==> config.mk <==
export PLATFORM = sky130hd
export DESIGN_NAME = fetch_pc_unit
export DESIGN_NICKNAME = d
export VERILOG_FILES = /design/src/rtl/fetch_pc_unit_pkg.sv /design/src/rtl/fetch_predecode.sv /design/src/rtl/fetch_pc_unit.sv
export SDC_FILE = /design/constraint.sdc
export NUM_CORES = 1
export LEC_CHECK = 0
export CAP_MARGIN = 20
export CORE_MARGIN = 2
export CORE_UTILIZATION = 44
export CTS_CLUSTER_DIAMETER = 60
export CTS_CLUSTER_SIZE = 30
export DETAILED_ROUTE_END_ITERATION = 10
export PLACE_DENSITY = 0.81
export SYNTH_ARGS = -nofsm -noshare
export SYNTH_HDL_FRONTEND = slang
export SYNTH_SLANG_ARGS = --single-unit
==> constraint.sdc <==
create_clock -name clk -period 2.2 [get_ports clk]
set_input_delay 0.33 -clock clk [delete_from_list [all_inputs] [get_ports clk]]
set_output_delay 0.33 -clock clk [all_outputs]
set_load 0.03 [all_outputs]
==> src/rtl/fetch_pc_unit_pkg.sv <==
// Shared definitions for the fetch stage: state encodings, control-flow opcodes, nop word.
package fetch_pc_unit_pkg;

    typedef enum logic [1:0] {
        FS_BOOT   = 2'b00,
        FS_RUN    = 2'b01,
        FS_HALTED = 2'b10
    } fetch_state_e;

    localparam logic [6:0]  OP_JAL    = 7'b1101111;
    localparam logic [6:0]  OP_JALR   = 7'b1100111;
    localparam logic [6:0]  OP_BRANCH = 7'b1100011;

    localparam logic [31:0] NOP_INST  = 32'h0000_0013;

endpackage

==> src/rtl/fetch_predecode.sv <==
// Combinational control-flow predecode; gated by run_en so nothing is flagged outside RUN.
module fetch_predecode
    import fetch_pc_unit_pkg::*;
(
    input  logic [6:0] opcode,
    input  logic       run_en,
    output logic       is_jump_or_branch
);

    assign is_jump_or_branch = run_en &&
        ((opcode == OP_JAL) || (opcode == OP_JALR) || (opcode == OP_BRANCH));

endmodule

==> src/rtl/fetch_pc_unit.sv <==
// Fetch stage: PC register, IF/ID register and boot/run/halt sequencing.
// Optional FETCH_STATS_EN adds saturating fetch/flush counters.
module fetch_pc_unit
    import fetch_pc_unit_pkg::*;
#(
    parameter logic [31:0] RESET_PC    = 32'h0000_0000,
    parameter int unsigned BOOT_CYCLES = 2
) (
    input  logic        clk,
    input  logic        reset,
    input  logic [31:0] predict_PC,
    input  logic        is_flush,
    input  logic        stall,
    input  logic        halt,
    input  logic [31:0] imem_dout,
    output logic [31:0] current_PC,
    output logic        current_is_jump_or_branch,
    output logic [31:0] if_id_inst,
    output logic [31:0] if_id_PC,
    output logic [31:0] if_id_pred_PC,
    output logic        if_id_valid,
    output logic [1:0]  fetch_state
`ifdef FETCH_STATS_EN
    ,
    output logic [31:0] stat_fetched,
    output logic [31:0] stat_flushes
`endif
);

    localparam logic [3:0] BOOT_LAST = 4'(BOOT_CYCLES - 1);

    fetch_state_e state, state_nxt;
    logic [3:0]   boot_cnt, boot_cnt_nxt;
    logic         run_en, pc_ld, adv, flush, kill;
    logic [31:0]  next_pc;
    logic         unused_pc_lsbs;

    // The PC is word-aligned by construction; BTB low bits are dropped here.
    assign next_pc        = {predict_PC[31:2], 2'b00};
    assign unused_pc_lsbs = ^predict_PC[1:0];
    assign fetch_state    = state;

    always_ff @(posedge clk or negedge reset) begin
        if (!reset) begin
            state    <= FS_BOOT;
            boot_cnt <= '0;
        end else begin
            state    <= state_nxt;
            boot_cnt <= boot_cnt_nxt;
        end
    end

    always_comb begin
        state_nxt    = state;
        boot_cnt_nxt = boot_cnt;
        run_en       = 1'b0;
        pc_ld        = 1'b0;
        adv          = 1'b0;
        flush        = 1'b0;
        kill         = 1'b0;
        case (state)
            FS_BOOT: begin
                boot_cnt_nxt = boot_cnt + 4'd1;
                if (boot_cnt == BOOT_LAST) state_nxt = FS_RUN;
            end
            FS_RUN: begin
                run_en = 1'b1;
                if (halt) begin
                    state_nxt = FS_HALTED;
                    kill      = 1'b1;
                end else if (is_flush) begin
                    pc_ld = 1'b1;
                    flush = 1'b1;
                end else if (!stall) begin
                    pc_ld = 1'b1;
                    adv   = 1'b1;
                end
            end
            FS_HALTED: ;
            default: state_nxt = FS_BOOT;
        endcase
    end

    always_ff @(posedge clk or negedge reset) begin
        if (!reset) begin
            current_PC    <= RESET_PC;
            if_id_inst    <= NOP_INST;
            if_id_PC      <= '0;
            if_id_pred_PC <= '0;
            if_id_valid   <= 1'b0;
        end else begin
            if (pc_ld) current_PC <= next_pc;
            if (adv) begin
                if_id_inst    <= imem_dout;
                if_id_PC      <= current_PC;
                if_id_pred_PC <= next_pc;
                if_id_valid   <= 1'b1;
            end else if (flush) begin
                if_id_inst  <= NOP_INST;
                if_id_valid <= 1'b0;
            end else if (kill) begin
                if_id_valid <= 1'b0;
            end
        end
    end

`ifdef FETCH_STATS_EN
    always_ff @(posedge clk or negedge reset) begin
        if (!reset) begin
            stat_fetched <= '0;
            stat_flushes <= '0;
        end else begin
            if (adv && (stat_fetched != '1))   stat_fetched <= stat_fetched + 32'd1;
            if (flush && (stat_flushes != '1)) stat_flushes <= stat_flushes + 32'd1;
        end
    end
`endif

    fetch_predecode u_predecode (
        .opcode            (imem_dout[6:0]),
        .run_en            (run_en),
        .is_jump_or_branch (current_is_jump_or_branch)
    );

endmodule

# [Yosys cells after proc, flatten, opt, wreduce, memory -nomap -nowiden]
# Index checks and enable logic that the tools add are counted.
[word_totals] register_bits=129 output_inout_bits=132
[classes] mux=21 n_eq_ne=8 n_bitwise=1 n_reduce_logical=7 add_sub_neg=1
[op_table] operator="$mux W32" n=2
[op_table] operator="$eq A7 B7 Y1 const B" n=3
[op_table] operator="$mux W1" n=16
[op_table] operator="$pmux W2 S3" n=1
[op_table] operator="$add A4 B1 Y4 const B" n=1
[op_table] operator="$eq A4 B1 Y1 const B" n=1
[op_table] operator="$mux W2" n=2
[op_table] operator="$ne A2 B2 Y1 const B" n=2
[op_table] operator="$reduce_and A3 Y1" n=1
[op_table] operator="$reduce_bool A3 Y1" n=1
[op_table] operator="$eq A2 B1 Y1 const B" n=1
[op_table] operator="$eq A2 B2 Y1 const B" n=1
[op_table] operator="$logic_not A2 Y1" n=1
[op_table] operator="$logic_or A1 B1 Y1" n=2
[op_table] operator="$reduce_bool A2 Y1" n=1
[op_table] operator="$logic_and A1 B1 Y1" n=1
[op_table] operator="$not A1 Y1" n=1

# [Depth between registers and ports, before layout]
# Gate-level depths: netlist of the first run.
[depth] word_depth=5 mapped_depth=6 depth_no_buf=5

# [Hierarchy]
# Synthesis of the first run repeated with hierarchy kept, for this count alone.
[unflattened] hier_cells=304 area_unflattened_um2=5157.4
[by_module_without_submodules] mod="fetch_pc_unit" cells_each=300 area_per_inst_um2=5128.7 n_inst=1
[by_module_without_submodules] mod="fetch_predecode" cells_each=4 area_per_inst_um2=28.8 n_inst=1

# [Worst setup path before layout of the first run]
# Ideal clock, no wire load.
[synth_path] path_type="register to output" from="reg state[1], in the netlist fetch_state[1]" to="out current_is_jump_or_branch" setup_slack_ns=-0.437 stages_incl_launch_ff=3 path_buffers=0 arrival_ns=2.307 path_cell_list="dfrtp_1 -> nand2b_4 -> a2111oi_0"
[synth_via] elab_chain_len=3
[synth_rtl] element="start: declaration" line="fetch_pc_unit.sv:32" rtl="fetch_state_e state, state_nxt;"
[synth_rtl] element="start signal: assignment" line="fetch_pc_unit.sv:48" rtl="state <= state_nxt;"
[synth_rtl] element="$eq A2 B1 Y1" line="fetch_pc_unit.sv:61" rtl="case (state)"
[synth_rtl] element="$mux W1" line="fetch_pc_unit.sv:61"
[synth_rtl] element="$logic_and A1 B1 Y1" line="fetch_predecode.sv:10" rtl="assign is_jump_or_branch = run_en &&"
[synth_rtl] element="end: declaration" line="fetch_pc_unit.sv:17" rtl="output logic current_is_jump_or_branch,"
# Every way passes these cells.

# [Worst setup path in the final report of the first run]
[layout_path] from="reg if_id_inst[4]" to="out if_id_inst[4]"
[layout_rtl] element="start: declaration" line="fetch_pc_unit.sv:18" rtl="output logic [31:0] if_id_inst,"
[layout_rtl] element="start signal: assignment" line="fetch_pc_unit.sv:94" rtl="if_id_inst <= imem_dout;"
# No word-level cell between the ends.

==> run summary, run 1 <==
Worst Path Buf+Inv: 1
post-route minimum period: 1.98 ns
startpoint types: flip-flop
Post-CTS Hold Buffers: 1
multi-input logic area: 1730 sq um
row cnt: 39
final wirelength: 12000 um
CTS clk-pin slew, worst paths: 0.06 ns
Setup WS pre-CTS: 0.0473 ns
Syn Area/Cell: 16.8 sq um
Syn Inst Count: 304
post-cts sizing count: 0
CP max FO: 2
Fin. Hold Viols: 0
post-synth cell types: 31
RSZ-0062 raised after global routing: no
max-cap viol count: 0
drt drc: 0
Post-CTS Setup Inserts: 0
crit-path cells: clkdlybuf4s50_1
CP Launch Point: if_id_inst[4]
TritonRoute pass-1 iters: 4
post-DP HPWL: 8400 um
Fillers: 790
share of layout cells above drive strength 1: 26.3%
Initial DRC Count: 151
vias in the first global route: 3528
CTS Buf Count: 17
slowest cell on the critical path: clkdlybuf4s50_1
worst path arrival time: 1.65 ns
Setup crit end kind: output port
Tot GR Track Use: 20.2%
P&R area growth vs syn: 52.7%
R2R depth: 4
status: finished, final reports clean
gpl congestion: 0.780
worst skew pair latency: 0.42 ns
Worst Skew: 0.00783 ns
initial antenna violation count: 0
kind of critical path: flip-flop to output port
worst setup margin: 0.225 ns
setup violators final: 0
sequential share of the synthesized area: 63.3%
max incr delay on CP: 0.68 ns
Critical Path RT: 1.87 ns
detailed-route via count: 3302
maximum clock insertion buffer count: 2
worst r2r src: fetch_state[1]
pin count of the biggest net entering global routing: 53
Synth Cell Area: 5110 sq um
die height: 112 um
peak supply drop: 0.564 mV
# IOs: 201
clock sinks: 129
setup total negative slack: 0 ns
CP delay by family, top: buffers and inverters
TritonCTS clock tree: built
remaining antenna violation count: 0
H-tree Lvls: 4
first-pass GRT wire length: 19300 um
flops & latches, synth: 129
Placeable Area: 11400 sq um
flop-to-flop setup slack: 0.40 ns
period utilisation layout: 89.8%
Initial Util: 44.9%
wire length per cell: 18.1 um
Clock Tree Root: clkbuf_16
nets: 579
leak pwr: 3.75 nW
Hold Path Class: input port to asynchronous set/reset pin
global route overflow: 0
# diodes: 0
fmax: 506 MHz
Power Density: 725 nW/um^2
r2r endpoint: if_id_PC[17]
Via density: 4.97
Max Slew Vio Count: 0
Reg area: 3230 sq um
area of the die: 12500 sq um
YS warnings: 0
# port buffers: 192
die width: 112 um
## cells by family (layout without fill, tap and decap cells)
| group | Yosys count | in the layout | synth area share [%] |
|---|---|---|---|
| other | 1 | 6 | 0.0734 |
| AOI/OAI and AO/OA | 36 | 36 | 6.03 |
| buffers and inverters | 26 | 238 | 3.48 |
| and+or+nand+nor | 16 | 16 | 1.89 |
| xor gates and xnor gates | 3 | 3 | 0.515 |
| DFF | 129 | 129 | 63.3 |
| muxes | 91 | 91 | 24.2 |
| adders and majority gates | 2 | 2 | 0.490 |
## state kept, by name, summed over array words and instances (netlist names)
signal / count
if_id_PC: 30
current_PC: 30
if_id_valid: 1
boot_cnt: 4
if_id_inst: 32
fetch_state: 2
if_id_pred_PC: 30
## power by group
| group | leakage, nW | internal, W | switching [W] |
|---|---|---|---|
| registers | 1.75 | 0.00244 | 0.0000421 |
| clock network | 0.281 | 0.00169 | 0.000952 |
| logic | 1.73 | 0.000265 | 0.000262 |
## cell type report
class | count | area share (%)
inverters | 3 | 0.144
clock inverters | 5 | 0.642
clock buffers | 27 | 6.58
well taps | 143 | 2.30
flip-flops and latches | 129 | 41.5
multi-input cells | 154 | 22.2
repair buffers | 203 | 26.6
## placed cells by master (no fill, tap or decap), drive strengths merged
cell / synthesis / final
o21ai: 1 / 1
or3: 1 / 1
mux2i: 1 / 1
nand2b: 2 / 2
nor4b: 1 / 1
xnor2: 2 / 2
xor2: 1 / 1
nor2: 4 / 4
inv: 3 / 3
or4: 1 / 1
conb: 1 / 6
a22o: 29 / 29
nand3b: 1 / 1
o22a: 4 / 4
nor2b: 1 / 1
buf: 20 / 12
nand4: 1 / 1
ha: 2 / 2
dfstp: 3 / 3
mux2: 90 / 90
nor3: 1 / 1
nor4: 1 / 1
dfrtp: 126 / 126
nand2: 2 / 2
clkbuf: 3 / 27
clkdlybuf4s50: 0 / 190
dlygate4sd3: 0 / 1
a2111oi: 1 / 1
clkinv: 0 / 4
a21oi: 1 / 1
bufinv: 0 / 1
## synthesized netlist by cell type
master,instances,area (sq um)
or3_1,1,6.26
buf_2,7,35.0
xnor2_1,2,17.5
dfrtp_1,126,3150
nor2_1,4,15.0
nand2b_1,1,6.26
mux2i_1,1,10.0
clkbuf_1,3,11.3
ha_1,2,25.0
nand2b_4,1,13.8
xor2_1,1,8.76
nor3_1,1,5.00
a2111oi_0,1,8.76
nor2b_1,1,6.26
nand4_1,1,6.26
a22o_1,29,254
mux2_4,57,856
inv_1,3,11.3
nand3b_1,1,7.51
mux2_2,33,372
conb_1,1,3.75
nor4b_1,1,8.76
dfstp_2,3,78.8
nor4_1,1,6.26
a21oi_1,1,5.00
o22a_1,4,35.0
o21ai_0,1,5.00
buf_6,6,67.6
nand2_1,2,7.51
buf_4,7,52.6
or4_1,1,7.51
## worst max-delay path by stage
stage / slack [ns] / depth (start not counted) / end
4_1_cts: 0.20 / 1 / if_id_inst[4]
5_1_grt: 0.17 / 1 / if_id_inst[4]
3_3_place_gp: 0.1 / 4 / if_id_pred_PC[24]
3_5_place_dp: 0.05 / 4 / if_id_PC[17]
2_1_floorplan: 0.34 / 5 / if_id_PC[10]
6_report: 0.22 / 1 / if_id_inst[4]
## stage by stage
step	std cells	total power (W)	cell area, sq um	hold slack (ns)	utilization [%]
final	664	0.00565	7790	0.406	68.6
after floorplan	309	0.00272	5130	0.0344	-
after detailed placement	631	0.00305	7220	0.315	63.5
after global routing	664	0.00586	7790	0.435	68.6
after global placement	631	0.00304	7220	0.312	63.5
after CTS	664	0.00572	7790	0.407	68.6
## routing by layer
layer	up-vias	share of wire [%]	track usage, %
li1	1488	-	-
met1	1655	42	25.1
met2	145	49	32.5
met3	14	7.3	7.46
met4	0	1.5	7.65
met5	-	0	0
(Power assumes the default switching activity.)
==> inputs of run 2 (changes only) <==
--- a/config.mk
+++ b/config.mk
@@ -11,7 +11,7 @@
 export CTS_CLUSTER_DIAMETER = 60
 export CTS_CLUSTER_SIZE = 30
 export DETAILED_ROUTE_END_ITERATION = 10
-export PLACE_DENSITY = 0.81
+export PLACE_DENSITY = 0.88
 export SYNTH_ARGS = -nofsm -noshare
 export SYNTH_HDL_FRONTEND = slang
 export SYNTH_SLANG_ARGS = --single-unit
==> run summary, run 2 (same netlist as run 1, synthesis figures left out) <==
status: finished, final reports clean
row cnt: 39 (unchanged)
maximum clock insertion buffer count: 2 (unchanged)
Critical Path RT: 1.87 ns (about the same)
worst path arrival time: 1.62 ns (-0.03 ns)
CP max FO: 2 (unchanged)
Hold Path Class: input port to asynchronous set/reset pin
TritonCTS clock tree: built
nets: 575 (-0.69%)
Fin. Hold Viols: 0 (unchanged)
worst skew pair latency: 0.40 ns (-0.02 ns)
Power Density: 739 nW/um^2 (+1.8%)
P&R area growth vs syn: 51.9%
drt drc: 0 (unchanged)
max incr delay on CP: 0.68 ns (about the same)
pin count of the biggest net entering global routing: 130 (+150%)
CTS Buf Count: 17 (unchanged)
setup violators final: 0 (unchanged)
worst slew pin tran: 0.667 ns
H-tree Lvls: 4 (unchanged)
# IOs: 201 (unchanged)
initial antenna violation count: 0 (unchanged)
gpl congestion: 0.760 (-2.6%)
Largest register FFs: 32 (unchanged)
max-cap viol count: 0 (unchanged)
first-pass GRT wire length: 18900 um (-2.0%)
kind of critical path: flip-flop to output port
share of layout cells above drive strength 1: 26.5% (+0.20 points)
Setup crit end kind: output port
final wirelength: 11500 um (-4.6%)
vias in the first global route: 3603 (+2.1%)
Initial DRC Count: 154 (+2.0%)
detailed-route via count: 3294 (-0.24%)
leak pwr: 3.73 nW (-0.74%)
# port buffers: 192 (unchanged)
CP delay by family, top: buffers and inverters
clock sinks: 129 (unchanged)
post-cts sizing count: 0 (unchanged)
most flop-heavy register: if_id_inst
Clock Tree Root: clkbuf_16
post-route minimum period: 1.95 ns (-0.0268 ns)
Worst Path Buf+Inv: 1 (unchanged)
slowest cell on the critical path: clkdlybuf4s50_1
Post-CTS Hold Buffers: 0 (-1)
TritonRoute pass-1 iters: 4 (unchanged)
highest-count cells in the layout ignoring fill and taps: clkdlybuf4s50_1 (190), dfrtp_1 (126), mux2_4 (57), mux2_2 (33), a22o_1 (29)
# diodes: 0 (unchanged)
setup total negative slack: 0 ns (unchanged)
final non-filler cell area: 7760 sq um (-0.47%)
Worst Skew: 0.00733 ns (-0.000499 ns)
startpoint types: flip-flop
CTS clk-pin slew, worst paths: 0.05 ns (about the same)
die height: 112 um (unchanged)
period utilisation layout: 88.6% (-1.2 points)
Tot GR Track Use: 19.2% (-1.0 points)
fmax: 513 MHz (+1.4%)
Max Slew Vio Count: 0 (unchanged)
Fillers: 795 (+0.63%)
Finished Layout Cells: 660 (-0.60%)
dpl cells: 628 (-0.48%)
most common cell after layout, fill and taps aside: clkdlybuf4s50_1
Initial Util: 44.9% (unchanged)
die width: 112 um (unchanged)
RSZ-0062 raised after global routing: no
Via density: 4.99 (+0.36%)
Placeable Area: 11400 sq um (unchanged)
peak supply drop: 0.450 mV (-20%)
global route overflow: 0 (unchanged)
Max transition margin: 55.6%
post-DP HPWL: 7900 um (-5.9%)
crit-path cells: clkdlybuf4s50_1
DP Area: 7170 sq um (-0.66%)
Post-CTS Setup Inserts: 0 (unchanged)
wire length per cell: 17.4 um (-4.0%)
area of the die: 12500 sq um (unchanged)
remaining antenna violation count: 0 (unchanged)
[run 2: worst paths after layout]
| check | from | endpoint | slack (ns) | cells after the start |
|---|---|---|---|---|
| worst max-delay path | if_id_inst[4] | if_id_inst[4] | 0.25 | 1 |
| worst max register to register | fetch_state[1] | current_PC[19] | 0.38 | 4 |
| worst min-delay path | reset | if_id_pred_PC[12] | 0.02 | 2 |
| max in group asynchronous | reset | current_PC[23] | 1.68 | 2 |
| worst min register to register | boot_cnt[3] | boot_cnt[3] | 0.48 | 1 |
| min in group clk | boot_cnt[3] | boot_cnt[3] | 0.48 | 1 |
[run 2: final cells by class]
type,instances,area [sq um],share of cell area (%)
tap,143,179,2.31
inverter,3,11.3,0.145
timing repair buffer,199,2020,26.0
sequential,129,3230,41.7
multi-input combinational,154,1730,22.3
clock inverter,10,110,1.42
clock buffer,22,474,6.11
[run 2: per-stage QoR]
stage	setup WS, ns	total power [W]	utilization [%]	hold WS, ns
finish	0.252	0.00573	68.2	0.0221
global route	0.202	0.00594	68.2	0.102
CTS	0.223	0.00579	68.2	0.0647
detailed placement	0.0637	0.00305	63.1	0.467
global placement	0.100	0.00303	63.1	0.468
floorplan	0.336	0.00272	-	0.0344
[run 2: metal layers]
layer / routed length, um / vias to the layer above / global-route usage, %
li1: - / 1482 / -
met1: 4870 / 1649 / 24.6
met2: 5510 / 153 / 30.0
met3: 958 / 10 / 7.19
met4: 124 / 0 / 7.33
met5: 0 / - / 0
[run 2: power breakdown]
part / leakage (nW) / switching (W) / internal [W] / total (W)
combinational: 1.70 / 0.000259 / 0.000260 / 0.000519
sequential: 1.75 / 0.0000428 / 0.00244 / 0.00248
clock: 0.278 / 0.000981 / 0.00175 / 0.00273
total: 3.73 / 0.00128 / 0.00445 / 0.00573
